`config.mk`:
```
export PLATFORM = sky130hd
export DESIGN_NAME = arp_parser
export DESIGN_NICKNAME = d
export VERILOG_FILES = /design/src/rtl/arp_parser.sv
export SDC_FILE = /design/constraint.sdc
export NUM_CORES = 1
export LEC_CHECK = 0
export BUFFER_PORTS_ARGS = -buffer_cell sky130_fd_sc_hd__buf_4
export CORE_ASPECT_RATIO = 1.75
export CORE_MARGIN = 4
export CORE_UTILIZATION = 35
export DETAILED_ROUTE_END_ITERATION = 7
export SYNTH_ARGS = -nofsm -noshare
export SYNTH_HDL_FRONTEND = slang
export SYNTH_SLANG_ARGS = --single-unit
export TNS_END_PERCENT = 100
```
`constraint.sdc`:
```
create_clock -name clk -period 27.6 [get_ports clk]
set_clock_uncertainty 0.1 [all_clocks]
set_input_delay 5.52 -clock clk [delete_from_list [all_inputs] [get_ports clk]]
set_output_delay 5.52 -clock clk [all_outputs]
set_load 0.03 [all_outputs]
```
`src/rtl/arp_parser.sv`:
```
// Receive-side ARP request parser: reassembles a MAC byte stream and filters for requests to the local IP.
// Result is valid 2 cycles after the frame ends; holds one frame and drops (counts) new accepts while it is unacked.
module arp_parser #(
  parameter int P_ACCEPT_BCAST = 1,
  parameter int P_CNT_W        = 16,
  localparam int LP_FRM_W      = 336
) (
  input  logic               clk,
  input  logic               rst,
  input  logic [47:0]        hw_addr_i,
  input  logic [31:0]        ip_addr_i,
  input  logic [7:0]         mac_data_i,
  input  logic               mac_valid_i,
  output logic [LP_FRM_W-1:0] arp_req_pkt_o,
  output logic               arp_req_pkt_valid_o,
  input  logic               arp_req_pkt_ack_i,
  output logic [P_CNT_W-1:0] ok_cnt_o,
  output logic [P_CNT_W-1:0] filt_cnt_o,
  output logic [P_CNT_W-1:0] ovf_cnt_o
);

  typedef struct packed {
    logic [47:0] dst_mac;
    logic [47:0] src_mac;
    logic [15:0] ethertype;
    logic [15:0] hw_type;
    logic [15:0] proto_type;
    logic [7:0]  hw_len;
    logic [7:0]  proto_len;
    logic [15:0] opcode;
    logic [47:0] sender_mac;
    logic [31:0] sender_ip;
    logic [47:0] target_mac;
    logic [31:0] target_ip;
  } ether_arp_frame_t;

  typedef enum logic [1:0] {
    ST_SYNC  = 2'd0,
    ST_IDLE  = 2'd1,
    ST_RX    = 2'd2,
    ST_CHECK = 2'd3
  } state_t;

  localparam logic [7:0]         LP_ARP_FRM_SZ = 8'd42;
  localparam logic [7:0]         LP_CNT_SAT    = 8'd255;
  localparam logic [P_CNT_W-1:0] LP_CNT_ONE    = {{(P_CNT_W-1){1'b0}}, 1'b1};

  state_t                state;
  logic [7:0]            byte_cnt;
  logic [LP_FRM_W-1:0]   shift_q;
  ether_arp_frame_t      frm;
  logic                  dst_ok;
  logic                  filt_pass;
  logic                  out_free;

  // Byte 0 lands in the top bits after 42 shifts, so the shift register maps directly onto the struct.
  assign frm = ether_arp_frame_t'(shift_q);

  assign dst_ok = (frm.dst_mac == hw_addr_i) ||
                  ((P_ACCEPT_BCAST != 0) && (frm.dst_mac == 48'hFFFF_FFFF_FFFF));

  assign filt_pass = (byte_cnt >= LP_ARP_FRM_SZ) && dst_ok &&
                     (frm.ethertype  == 16'h0806) &&
                     (frm.hw_type    == 16'h0001) &&
                     (frm.proto_type == 16'h0800) &&
                     (frm.hw_len     == 8'd6) &&
                     (frm.proto_len  == 8'd4) &&
                     (frm.opcode     == 16'h0001) &&
                     (frm.target_ip  == ip_addr_i);

  assign out_free = !arp_req_pkt_valid_o || arp_req_pkt_ack_i;

  always_ff @(posedge clk or posedge rst) begin
    if (rst) begin
      state               <= ST_SYNC;
      byte_cnt            <= 8'd0;
      shift_q             <= '0;
      arp_req_pkt_o       <= '0;
      arp_req_pkt_valid_o <= 1'b0;
      ok_cnt_o            <= '0;
      filt_cnt_o          <= '0;
      ovf_cnt_o           <= '0;
    end else begin
      if (arp_req_pkt_valid_o && arp_req_pkt_ack_i) begin
        arp_req_pkt_valid_o <= 1'b0;
      end

      case (state)
        ST_SYNC: begin
          if (!mac_valid_i) begin
            state <= ST_IDLE;
          end
        end

        ST_IDLE: begin
          if (mac_valid_i) begin
            shift_q  <= {shift_q[LP_FRM_W-9:0], mac_data_i};
            byte_cnt <= 8'd1;
            state    <= ST_RX;
          end
        end

        ST_RX: begin
          if (mac_valid_i) begin
            // Bytes past the ARP payload are padding/FCS and must not disturb the captured fields.
            if (byte_cnt < LP_ARP_FRM_SZ) begin
              shift_q <= {shift_q[LP_FRM_W-9:0], mac_data_i};
            end
            if (byte_cnt != LP_CNT_SAT) begin
              byte_cnt <= byte_cnt + 8'd1;
            end
          end else begin
            state <= ST_CHECK;
          end
        end

        ST_CHECK: begin
          if (filt_pass) begin
            if (out_free) begin
              arp_req_pkt_o       <= shift_q;
              arp_req_pkt_valid_o <= 1'b1;
              ok_cnt_o            <= ok_cnt_o + LP_CNT_ONE;
            end else begin
              ovf_cnt_o <= ovf_cnt_o + LP_CNT_ONE;
            end
          end else begin
            filt_cnt_o <= filt_cnt_o + LP_CNT_ONE;
          end

          // Filter above reads shift_q before this capture overwrites its low byte.
          if (mac_valid_i) begin
            shift_q  <= {shift_q[LP_FRM_W-9:0], mac_data_i};
            byte_cnt <= 8'd1;
            state    <= ST_RX;
          end else begin
            state <= ST_IDLE;
          end
        end

        default: state <= ST_SYNC;
      endcase
    end
  end

endmodule
```
# Word-level counts from Yosys, hierarchy flattened
# Index checks and enable logic that the tools add are counted.
# W data, S select, Z words.
# totals
register_bits	731
input_bits	92
elab_cells	74
# classes
addsub	4
n_lt_le_gt_ge	2
n_eq_ne	20
mux	17
n_bitwise	2
n_reduce_logical	21
# op_table
op	n
$mux W336	3
$pmux W336 S2	1
$add A16 B1 Y16 const B	3
$eq A48 B48 Y1	1
$eq A48 B48 Y1 const B	1
$eq A16 B1 Y1 const B	2
$eq A16 B12 Y1 const B	2
$eq A32 B32 Y1	1
$mux W8	3
$eq A8 B3 Y1 const B	2
$pmux W8 S2	1
$ne A2 B2 Y1 const B	6
$logic_and A1 B1 Y1	9
$reduce_and A3 Y1	3
$add A8 B1 Y8 const B	1
$ge A8 B6 Y1 const B	1
$lt A8 B6 Y1 const B	1
$mux W2	4
$ne A8 B8 Y1 const B	1
$pmux W2 S4	1
$reduce_and A4 Y1	2
$eq A2 B2 Y1 const B	2
$mux W1	4
$eq A2 B1 Y1 const B	1
8 further kinds	10

# Depth between registers and ports, before layout
# Gate-level depths: netlist of the first run.
# depth
word_depth	12
ltp_mapped	11
ltp_nobuf	8

# Worst setup path after synthesis of the first run
# No wires, ideal clock.
# synth_timing
path_type	input-to-reg
start	in ip_addr_i[19]
end	reg arp_req_pkt_o[161]
setup_time_ns	0.119
arrival_ns	7.343
setup_slack_ns	20.038
stages	9
cell_sequence	xor2_1 nor4_1 nand4_1 nand4b_2 or4_1 buf_2 buf_6 buf_2 and2_1
# synth_between
elab_chain_cells	3
# synth_lines
element	line_no	source
start, declared	11	input logic [31:0] ip_addr_i,
$eq A32 B32 Y1	69	(frm.target_ip == ip_addr_i);
$logic_and A1 B1 Y1	68	(frm.opcode == 16'h0001) &&
$reduce_and A3 Y1 (no line)	-	
end signal, assigned	120	arp_req_pkt_o <= shift_q;
end, declared	14	output logic [LP_FRM_W-1:0] arp_req_pkt_o,
# Every way passes these cells.
# A chain may end at the register's enable or synchronous reset.

# Worst setup path after layout of the first run
# layout_timing
start	in ip_addr_i[10]
end	reg arp_req_pkt_o[176]
# The elaborated chain is that of the path after synthesis.

==> impl_results.md, run 1 <==
* CP required at 28.01 ns
* Worst-path clk slew at 0.06 ns
* R2r setup slk at 23.33 ns
* IO Pins at 477
* Filler cell count at 7563
* TritonCTS clock tree: done
* Internal Power at 1.943 mW
* Root Buffer Master: clkbuf_16
* Hold_buf cts at 0
* Routed wl met2 at 38.38 mm
* Hold Vio Cnt, Final at 0
* CP dominant cell by count: buf_4
* Leak at 18.39 nW
* R2R Path Start: byte_cnt[2]
* Setup TNS at 0 ns
* Number of global-route vias before repair at approximately 20000
* Die area at 86540 µm²
* Syn Nets at 2491
* Synthesized area per cell at roughly 12 µm²
* N_diodes at 0
* Status: completed
* Worst setup path start: ip_addr_i[10]
* Worst-path cell chain: buf_4 > xor2_1 > nor4_1 > nand4_1 > nand4b_2 > or4_4 > buf_4 > and2_1
* Crit path launch type: input pin
* Final wirelength at 78.64 mm
* WP depth at 8
* First-pass GRT wire length at 121.9 mm
* Final setup fails at 0
* Residual DRC at 0
* Net Switching at 0.6954 mW
* DR vias/cell at 4.856
* Highest routed layer: met4
* Max_slew headroom at 19.32%
* Core Util, Final at 43.87%
* Worst-Margin Slew at 1.199 ns
* Final instance area at 35530 µm²
* Maximum VDD drop at 48.31 µV
* Worst Hold Class: flop to flop
* Seq cells post-synth at 731
* Core area at 80980 µm²
* Slowest stage cell, crit path: nor4_1
* IO buf count at 476
* Total power at 2.638 mW
* Met3 wire len at 5.522 mm
* CTS Buf Count at 69
* Nets at 2945
* Seq pwr share at 52.1%
* Layout Cells excl Fill at ~3900
* GRT Resource Usage Total at 18.02%
* Row count at 138
* CTS resizes at 0
* Routed wire per std cell at approximately 20 µm
* Routed length on met1 at between 30 and 40 mm
* Top FF cell, synth: dfrtp_1
* Synth cell types at 43
* DP HPWL at 55.17 mm
* Fin crit period at around 8.7 ns
* Die Y at 386.2 µm
* Async SR Flop Fraction at 100.0%
* Antenna Nets Post-Route at 0
* Remaining Overflow, GRT at 0
* Post-Syn Area at roughly 29000 µm²
* Type of the worst setup path: input pin to flop
* Clk sink count at 731
* Via Count at 19170
* Hold-critical path depth at 2
* Starting Density at 35.32%
* RSZ-0062 raised after global routing: no
* Placed cells at 3827
* Layout cells sized above 1 at 32.86%
* Placer Congestion at 0.8887
* H-tree levels at 3
* Seq/Total Area, Yosys at 63.95%
* WP buf/inv at 2
* Setup bufs post-CTS at 0
* Synthesized instance count at 2394
* Tcrit/Tclk final at 31.63%
* Initial antenna violation count at 1
* Largest stage delay, worst path at roughly 1.0 ns
* Delay-heaviest family, CP: simple AND/OR/NAND/NOR gates
* Largest net degree at the start of global routing at 187
* Critical Path AT at 9.14 ns
* CP max FO at 117
* DP Area at 33220 µm²
* EDFF count, synth at 0
* FMAX at 114.6 MHz
* MaxCap Viol Count at 0
* Reg-to-Reg End: frm[268]
* Sw frac at roughly a quarter
* Syn-to-layout area delta at 24.21%
* Clk_lat worst skew at around 0.63 ns
* Power per cell area at around 74 nW/µm²
* Longest Clk Path Bufs at 3
* First DRT Iteration DRCs at approximately 1400
* Logic pwr share at 10.9%
* TritonRoute pass-1 iters at 5
* Fin. max-slew vios at 0
* Setup crit end: arp_req_pkt_o[176]
* Clock share of power at ~37%
* Reg2reg path depth at 6
* Synthesis Warnings at 0
* Crit path capture type: flop
* Width of the die at between 200 and 250 µm
-- flip-flops by register name (all words and copies together), names as in the netlist --
signal / cells
arp_req_pkt_o: 336
arp_req_pkt_valid_o: 1
byte_cnt: 8
filt_cnt_o: 16
frm: 336
ok_cnt_o: 16
ovf_cnt_o: 16
state: 2
-- placed cells by master (no fill, tap or decap), drive strengths merged, types with 2 or more instances in the layout --
cell type	count
clkbuf	94
or3	3
xor2	50
ha	5
nand2	784
and4	7
clkinv	14
and3	11
inv	13
nor4	46
nand2b	10
a21oi	2
mux2	338
a31oi	3
nor3	12
and4b	2
nand3	21
o21ai	3
and2	74
nand4	50
bufinv	6
nor4b	15
nor2	15
buf	491
nor2b	2
clkinvlp	3
dfrtp	731
xnor2	79
a21o	2
-- how the worst min path moves through the flow --
| stage | startpoint | to | slack, ns |
|---|---|---|---|
| after detailed placement | arp_req_pkt_o[208] | arp_req_pkt_o[208] | 0.35 |
| final | arp_req_pkt_o[329] | arp_req_pkt_o[329] | 0.37 |
| after floorplan | frm[100] | arp_req_pkt_o[100] | 0.36 |
| after CTS | arp_req_pkt_o[329] | arp_req_pkt_o[329] | 0.37 |
| after global placement | arp_req_pkt_o[317] | arp_req_pkt_o[317] | 0.35 |
| after global routing | arp_req_pkt_o[329] | arp_req_pkt_o[329] | 0.39 |
-- per-stage QoR --
stage | setup WS [ns] | hold WS, ns
6_report | 18.87 | 0.3672
4_1_cts | 18.80 | 0.3717
3_3_place_gp | 18.14 | 0.3508
5_1_grt | 18.64 | 0.3878
2_1_floorplan | 1.471 | 0.3584
3_5_place_dp | 18.12 | 0.3545
-- power by group through the flow --
stage	Sequential (mW)	Combinational [mW]	Clock (mW)
after floorplan	1.33	0.219	0
after global routing	1.40	0.317	1.05
after detailed placement	1.40	0.291	0
final	1.37	0.287	0.978
after global placement	1.39	0.281	0
after CTS	1.38	0.292	1.01
-- worst register-to-register path, stage by stage, from the launching register on --
cell	delay, ns
dfrtp_1	0.46
o21a_1	0.20
o21ai_0	0.45
a41o_4	0.76
buf_12	0.62
buf_4	1.10
mux2_2	0.48
-- logic make-up (layout without fill, tap and decap cells) --
logic type / Yosys count / count (layout) / synth area share [%]
and+or+nand+nor: 1057 / 1057 / 16.43
DFF: 731 / 731 / 63.95
muxes: 338 / 338 / 13.31
xor gates and xnor gates: 129 / 129 / 3.950
buffers and inverters: 118 / 621 / 1.750
AOI/OAI and AO/OA: 16 / 16 / 0.3937
adders and majority gates: 5 / 5 / 0.2187
-- per-layer routing --
layer,vias up,track usage [%]
li1,8801,-
met2,601,30.41
met3,157,4.701
met5,-,0
met1,9609,21.83
met4,0,7.836
-- cells in the mapped netlist (all sizes together) (2+ instances only) --
cell type | instances | area (µm²)
ha | 5 | 62.56
a21o | 2 | 15.01
nor3 | 12 | 80.08
nor2b | 2 | 12.51
nor2 | 15 | 56.30
clkbuf | 67 | 252.7
inv | 10 | 37.54
nand2 | 784 | 2943
xor2 | 50 | 437.9
and3 | 11 | 68.82
or3 | 3 | 18.77
and4b | 2 | 20.02
nor4b | 15 | 137.6
dfrtp | 731 | 18290
and2 | 74 | 462.9
and4 | 7 | 61.31
a21oi | 2 | 10.01
nand4 | 50 | 312.8
a31oi | 3 | 18.77
nor4 | 46 | 300.3
buf | 41 | 210.2
nand2b | 10 | 62.56
mux2 | 338 | 3806
nand3 | 21 | 105.1
o21ai | 3 | 15.01
xnor2 | 79 | 691.9
-- layout make-up --
class                   instances  area, µm²  share of cell area [%]
well taps                    1050       1314                   3.698
flip-flops and latches        731      18290                   51.49
inverters                      10      45.04                  0.1268
multi-input cells            1545       9832                   27.67
clock buffers                  94       1972                   5.550
clock inverters                26      336.6                  0.9474
repair buffers                491       3736                   10.52
No activity file was read; power rests on OpenSTA's default activity.
==> run 2: changes to the inputs <==
Clock period 27.6 ns to 7.7 ns, I/O delays scaled along.
==> impl_results.md, run 2 (synthesized netlist as in run 1, its figures left out) <==
* MaxCap Viol Count at 0
* TritonRoute pass-1 iters at 5
* IO Pins at 477
* Largest net degree at the start of global routing at between 150 and 200
* CP required at 8.12 ns
* Crit path launch type: input pin
* First-pass GRT wire length at 122.8 mm
* Hold Vio Cnt, Final at 0
* Critical Path AT at 5.45 ns
* Fin. max-slew vios at 0
* Reg2reg path depth at 7
* Worst-Margin Slew at between 1 and 1.5 ns
* Worst-path clk slew at 0.06 ns
* Root Buffer Master: clkbuf_16
* Status: completed
* Core area at 80980 µm²
* Setup TNS at 0 ns
* Initial antenna violation count at 0
* Clk_lat worst skew at 0.64 ns
* CTS Buf Count at 70
* Layout cells sized above 1 at around a third
* CP max FO at 178
* Hold slack at roughly 0.37 ns
* Filler cell count at 7523
* Die area at 86540 µm²
* Setup crit end: arp_req_pkt_o[230]
* Syn-to-layout area delta at 24.56%
* CTS resizes at 0
* Clk sink count at 731
* Most common cell after layout, fill and taps aside: nand2_1
* Crit path capture type: flop
* Width of the die at 224.1 µm
* Number of global-route vias before repair at slightly above 20000
* Remaining Overflow, GRT at 0
* Power per cell area at between 200 and 300 nW/µm²
* Antenna Nets Post-Route at 0
* DP HPWL at around 55 mm
* Nets at slightly below 3000
* Longest Clk Path Bufs at 3
* Hold_buf cts at 0
* H-tree levels at 3
* FMAX at 198.6 MHz
* N_diodes at 0
* Worst setup path start: ip_addr_i[10]
* First DRT Iteration DRCs at 1326
* Residual DRC at 0
* Most frequent cells in the layout: 784 x nand2_1, 731 x dfrtp_1, 487 x buf_4, 338 x mux2_2, 79 x xnor2_1
* Sequential cell area at 18290 µm²
* Footprint of the multi-input gates at around 9800 µm²
* DR vias/cell at 4.884
* Final setup fails at 0
* GRT Resource Usage Total at between 10% and 20%
* Row count at 138
* Total power at around 9.5 mW
* Leak at roughly 18 nW
* Worst Hold Class: flop to flop
* TritonCTS clock tree: done
* Setup bufs post-CTS at 0
* Final wirelength at 79.46 mm
* Via Count at 19320
* Reg-to-Reg End: arp_req_pkt_o[230]
* Starting Density at between 30% and 40%
* Maximum VDD drop at 188.3 µV
* Max_slew headroom at 14.49%
* R2R Path Start: frm[10]
* Fin crit period at 5.035 ns
* RSZ-0062 raised after global routing: no
* IO buf count at 476
* Placer Congestion at 0.9027
* Routed wire per std cell at 20.09 µm
* Type of the worst setup path: input pin to flop
* R2r setup slk at 3.19 ns
* Tcrit/Tclk final at 65.38%
* Die Y at approximately 390 µm
-- run 2: changes by cell type in the layout (fill, tap and decap cells not counted), sizes merged --
cell / before / now
inv: 13 / 16
clkbuf: 94 / 97
clkinv: 14 / 13
buf: 491 / 494
bufinv: 6 / 5
clkinvlp: 3 / 4
-- run 2: worst max-delay path, cell delays in order --
cell	delay (ns)
buf_4	0.11
xor2_1	0.13
nor4_1	1.06
nand4_1	0.27
nand4b_2	0.46
or4_4	0.87
buf_12	0.36
and2_1	0.37
-- run 2: worst min path at each step --
stage,start,end,slack [ns],cells past startpoint
2_1_floorplan,frm[100],arp_req_pkt_o[100],0.36,2
3_3_place_gp,arp_req_pkt_o[329],arp_req_pkt_o[329],0.35,2
3_5_place_dp,arp_req_pkt_o[185],arp_req_pkt_o[185],0.36,1
4_1_cts,arp_req_pkt_o[91],arp_req_pkt_o[91],0.37,2
5_1_grt,arp_req_pkt_o[185],arp_req_pkt_o[185],0.38,1
6_report,arp_req_pkt_o[185],arp_req_pkt_o[185],0.37,1
-- run 2: layout make-up --
class	instances	area share, %
well taps	1050	3.687
clock buffers	97	5.629
flip-flops and latches	731	51.34
repair buffers	494	10.65
inverters	10	0.1159
multi-input cells	1545	27.60
clock inverters	28	0.9763
-- run 2: layer usage --
layer	up-vias	part of all wire (%)	global-route usage (%)
li1	8838	-	-
met1	9705	40	22.10
met2	627	49	30.46
met3	145	6.9	4.390
met4	0	4.1	8.030
met5	-	0	0
-- run 2: where the power goes --
group          total [mW]  internal [mW]  switching, mW
combinational        1.04          0.605          0.437
clock                3.57           2.02           1.55
sequential           4.92           4.35          0.567
-- run 2: metrics by stage --
stage	util, %	setup WS, ns	area (µm²)	cells
finish	44.00	2.665	35630	3955
floorplan	-	-3.956	28610	2394
global route	44.00	2.479	35630	3955
detailed placement	41.09	1.975	33280	3830
CTS	44.00	2.695	35630	3955
global placement	41.09	2.056	33280	3830
